$ cat config.mk
export PLATFORM = sky130hd
export DESIGN_NAME = hazard_fwd_unit
export DESIGN_NICKNAME = d
export VERILOG_FILES = /design/src/rtl/hazard_fwd_unit.sv
export SDC_FILE = /design/constraint.sdc
export NUM_CORES = 1
export LEC_CHECK = 0
export ABC_CLOCK_PERIOD_IN_PS = 5250
export CAP_MARGIN = 30
export CORE_ASPECT_RATIO = 1.25
export CORE_UTILIZATION = 52
export CTS_CLUSTER_DIAMETER = 150
export DETAILED_ROUTE_END_ITERATION = 7
export PLACE_DENSITY_LB_ADDON = 0.05
export SLEW_MARGIN = 25
export SYNTH_ARGS = -nofsm -noshare
export SYNTH_HDL_FRONTEND = slang
export SYNTH_SLANG_ARGS = --single-unit
$ cat constraint.sdc
create_clock -name clk -period 5.25 [get_ports clk]
set_input_delay 1.3125 -clock clk [delete_from_list [all_inputs] [get_ports clk]]
set_output_delay 1.3125 -clock clk [all_outputs]
set_load 0.1 [all_outputs]
$ cat src/rtl/hazard_fwd_unit.sv
// Decode-stage hazard and forwarding controller for a 5-stage pipeline.
// Shadows EX/MEM destinations, registers EX operand selects, stalls on load-use.
//   state | meaning
//   RUN   | normal issue; a load-use hazard stalls ID and bubbles EX
//   STALL | bubble now sits in EX, so the held ID instruction issues next edge
module hazard_fwd_unit #(
    parameter int REG_W = 5,
    parameter int CNT_W = 16
) (
    input  logic             clk,
    input  logic             rst,
    input  logic [REG_W-1:0] id_rs,
    input  logic [REG_W-1:0] id_rt,
    input  logic             id_rs_used,
    input  logic             id_rt_used,
    input  logic [REG_W-1:0] id_dest,
    input  logic             id_reg_write,
    input  logic             id_mem_read,
    input  logic             ex_flush,
    output logic [1:0]       fwd_a,
    output logic [1:0]       fwd_b,
    output logic             stall,
    output logic             bubble,
    output logic [CNT_W-1:0] stall_count
);

    typedef enum logic {
        RUN   = 1'b0,
        STALL = 1'b1
    } state_t;

    localparam logic [1:0] SEL_RF  = 2'b00;
    localparam logic [1:0] SEL_WB  = 2'b01;
    localparam logic [1:0] SEL_MEM = 2'b10;

    state_t             state_q, state_d;
    logic [REG_W-1:0]   ex_dest_q, mem_dest_q;
    logic               ex_we_q, ex_load_q, mem_we_q;
    logic [1:0]         fwd_a_q, fwd_b_q;
    logic [1:0]         fwd_a_d, fwd_b_d;
    logic [CNT_W-1:0]   cnt_q;
    logic               hz;

    // A WB-stage producer writes the regfile on the edge its consumer enters EX,
    // so it never needs a select and the shadow pipe stops at MEM.
    function automatic logic [1:0] fwd_sel(
        input logic             used,
        input logic [REG_W-1:0] src,
        input logic             ex_we,
        input logic [REG_W-1:0] ex_dest,
        input logic             mem_we,
        input logic [REG_W-1:0] mem_dest
    );
        logic [1:0] sel;
        sel = SEL_RF;
        if (!used || src == '0)
            sel = SEL_RF;
        else if (ex_we && ex_dest == src)
            sel = SEL_MEM;
        else if (mem_we && mem_dest == src)
            sel = SEL_WB;
        return sel;
    endfunction

    assign fwd_a_d = fwd_sel(id_rs_used, id_rs, ex_we_q, ex_dest_q, mem_we_q, mem_dest_q);
    assign fwd_b_d = fwd_sel(id_rt_used, id_rt, ex_we_q, ex_dest_q, mem_we_q, mem_dest_q);

    assign hz = ex_load_q && ex_we_q && (ex_dest_q != '0) &&
                ((id_rs_used && id_rs == ex_dest_q) || (id_rt_used && id_rt == ex_dest_q));

    always_comb begin
        state_d = state_q;
        stall   = 1'b0;
        bubble  = 1'b0;
        case (state_q)
            RUN: begin
                if (ex_flush) begin
                    bubble = 1'b1;
                end else if (hz) begin
                    stall   = 1'b1;
                    bubble  = 1'b1;
                    state_d = STALL;
                end
            end
            STALL: begin
                bubble  = ex_flush;
                state_d = RUN;
            end
            default: state_d = RUN;
        endcase
    end

    always_ff @(posedge clk) begin
        if (rst) begin
            state_q    <= RUN;
            ex_dest_q  <= '0;
            ex_we_q    <= 1'b0;
            ex_load_q  <= 1'b0;
            mem_dest_q <= '0;
            mem_we_q   <= 1'b0;
            fwd_a_q    <= SEL_RF;
            fwd_b_q    <= SEL_RF;
            cnt_q      <= '0;
        end else begin
            state_q    <= state_d;
            mem_dest_q <= ex_dest_q;
            mem_we_q   <= ex_we_q;
            if (bubble) begin
                ex_dest_q <= '0;
                ex_we_q   <= 1'b0;
                ex_load_q <= 1'b0;
                fwd_a_q   <= SEL_RF;
                fwd_b_q   <= SEL_RF;
            end else begin
                ex_dest_q <= id_dest;
                ex_we_q   <= id_reg_write;
                ex_load_q <= id_mem_read;
                fwd_a_q   <= fwd_a_d;
                fwd_b_q   <= fwd_b_d;
            end
            if (stall && cnt_q != '1)
                cnt_q <= cnt_q + 1'b1;
        end
    end

    assign fwd_a       = fwd_a_q;
    assign fwd_b       = fwd_b_q;
    assign stall_count = cnt_q;

endmodule

==> impl_metrics.json <==
{
  "io_buffers": 43,
  "antenna_cells": 0,
  "slew_headroom_pct": 34.18,
  "drv_cap": 0,
  "num_rows": 23,
  "drive_gt1_share_pct": 7.950,
  "postSynthCellCount": 193,
  "yosysTopAreaCell": "dfxtp_1",
  "final.min_clock_period_ns": 4.496,
  "finalSetupTns_ns": 0,
  "drc": 0,
  "synth_most_common_cell": "dfxtp_1",
  "holdBufCountCts": 0,
  "synth-async-reset-ratio_pct": 0,
  "htree_levels": 2,
  "start_util_pct": 54.05,
  "hold_viol_final": 0,
  "grt_max_degree": 26,
  "avgRoutedWirePerCell_microns": 15.28,
  "cts_resized": 0,
  "synth_area_leaders": "dfxtp_1, xnor2_1, nor2b_1",
  "dr.pass1.iters": 4,
  "yosysUniqueCellTypes": 36,
  "crit_type": "in -> out",
  "crit_chain": "clkdlybuf4s50_1, xnor2_1, nand3_1, o32a_1, o21ai_0, buf_12",
  "worst_ep_required_time_ns": 3.94,
  "path_buf_inv": 2,
  "clk_path_buf_depth": 2,
  "cts_tree": "yes",
  "hpwlAfterDp_mm": 3.087,
  "pre_cts_ws_ns": 0.7555,
  "synth.avg_cell_area_sq_um": 8.946,
  "overflow": 0,
  "synth_top_area_share_pct": 39.42,
  "p_leak_nw": 0.7779,
  "die-area_sq_um": 3556,
  "worst_pin_slew_ns": 0.9842,
  "synth_commonest_cells": "dfxtp_1, nor2_1, nand3_1, nor2b_1, xnor2_1",
  "rsz0062_at_grt": "false",
  "fillers": 238,
  "antenna_found_initial": 0,
  "slew_viol_final": 0,
  "finalSetupViolations": 0,
  "cts_sinks": 34,
  "syn_nets": 216,
  "synth-edff-count": 0,
  "path_max_fanout": 3,
  "synth_seq_cells": 34,
  "cts-root-buf": "clkbuf_8",
  "power.density_nw_per_um2": 239.1,
  "yosysSeqAreaShare_pct": 39.42,
  "synth_area_sq_um": 1727,
  "clkSlewWorstSetupHoldPaths_ns": 0.07,
  "io_pins": 44,
  "fin_hold_ws_ns": 0.4784,
  "gp_congestion": 0.8185,
  "critPathArrivalTime_ns": 3.18,
  "finalCritPeriodShare_pct": 85.64,
  "grt_pass1_vias": 1516,
  "ant_nets": 0,
  "postCtsSetupBuffers": 0,
  "insertion_delay_ns": 0.28,
  "grt_pass1_wl_mm": 6.548,
  "postLayoutSetupSlackWorst_ns": 0.7541,
  "ys_warn_count": 0,
  "critPathCaptureType": "primary output",
  "finish.utilization_pct": 72.46,
  "critical-path-max-stage-delay_ns": 0.55,
  "hp-class": "reg -> reg",
  "grt.total_usage_pct": 25.52,
  "start_kind": "input port",
  "final_nets": 261,
  "drt_iter0_drc": 34,
  "viasPerCell": 5.732,
  "dieHeight_microns": 66.43,
  "drt_wl_total_mm": 4.217,
  "fin_worst_skew_ns": 0.002435,
  "die_x_microns": 53.54,
  "maxClockFrequency_mhz": 222.4,
  "status": "finished, final reports clean",
  "finalPower_mw": 0.5534,
  "cts_buffers": 5,
  "path_delay_family": "compound AO/OA/AOI/OAI gates",
  "core_sq_um": 3194,
  "slowest_stage": "clkdlybuf4s50_1",
  "area.growth.synth_to_final_pct": 34.06,
  "peakVddDrop_v": 0.0001998,
  "ys.flop_type": "dfxtp_1",
  "via_count": 1582
}
per-stage QoR:
stage	area (sq um)	cells
CTS	2315	276
finish	2315	276
global route	2315	276
detailed placement	2206	268
global placement	2206	268
floorplan	1727	193
layer usage:
layer | track usage (%) | vias to the layer above | part of all wire, %
met5 | 0 | - | 0
met4 | 8.224 | 0 | 1.5
met3 | 5.747 | 7 | 4.1
met2 | 50.94 | 43 | 57
met1 | 24.08 | 748 | 38
li1 | - | 784 | -
registers in the layout (all words and copies together) (netlist names):
register	count
mem_dest_q	5
ex_load_q	1
state_q	1
fwd_b	2
ex_we_q	1
stall_count	16
fwd_a	2
ex_dest_q	5
mem_we_q	1
worst paths after layout:
check	slack (ns)	to	startpoint	depth (start not counted)
max	0.75	bubble	id_rs[1]	6
min	0.48	fwd_a[0]$_SDFF_PP0_	mem_we_q$_SDFF_PP0_	2
max reg2reg	3.16	stall_count[14]$_SDFFE_PP0P_	ex_dest_q[3]$_SDFF_PP0_	6
min reg2reg	0.48	fwd_a[0]$_SDFF_PP0_	mem_we_q$_SDFF_PP0_	2
worst reg2reg max path, stage by stage, from the launching register on:
cell and delay [ns]:
dfxtp_1 0.42, xnor2_1 0.15, nand3_1 0.12, o32a_1 0.37, buf_4 0.22, nor4_1 0.36, mux2_1 0.35
layout make-up:
cell class                 instances  area (sq um)  area share [%]
sequential                        34         680.7           29.41
multi-input combinational        146         987.2           42.65
clock inverter                     3         40.04           1.730
clock buffer                       5         68.82           2.973
tap                               37         46.29           2.000
timing repair buffer              46         473.0           20.43
inverter                           5         18.77          0.8108
cell families after synthesis:
kind of cell               after synthesis  synth area share, %
adders and majority gates                1               0.7245
muxes                                    8                5.145
DFF                                     34                39.42
buffers and inverters                   13                3.406
and+or+nand+nor                         90                29.71
AOI/OAI and AO/OA                       27                11.45
xor gates and xnor gates                20                10.15
cells in the final DEF (no fill, tap or decap), types with 3 or more instances in the layout:
cell type	n
a21oi_1	10
buf_4	3
clkbuf_8	5
clkdlybuf4s50_1	41
dfxtp_1	34
inv_1	5
mux2_1	5
nand2_1	10
nand3_1	12
nor2_1	16
nor2b_1	12
nor3_1	4
nor3b_1	7
nor4_1	8
o21ai_0	4
o31ai_1	6
or4_1	7
xnor2_1	12
xor2_1	8
report_power, final:
part | internal [mW] | total, mW | switching [mW]
sequential | 0.261 | 0.265 | 0.00358
combinational | 0.0289 | 0.0565 | 0.0276
clock | 0.140 | 0.232 | 0.0925
(Power assumes the default switching activity.)
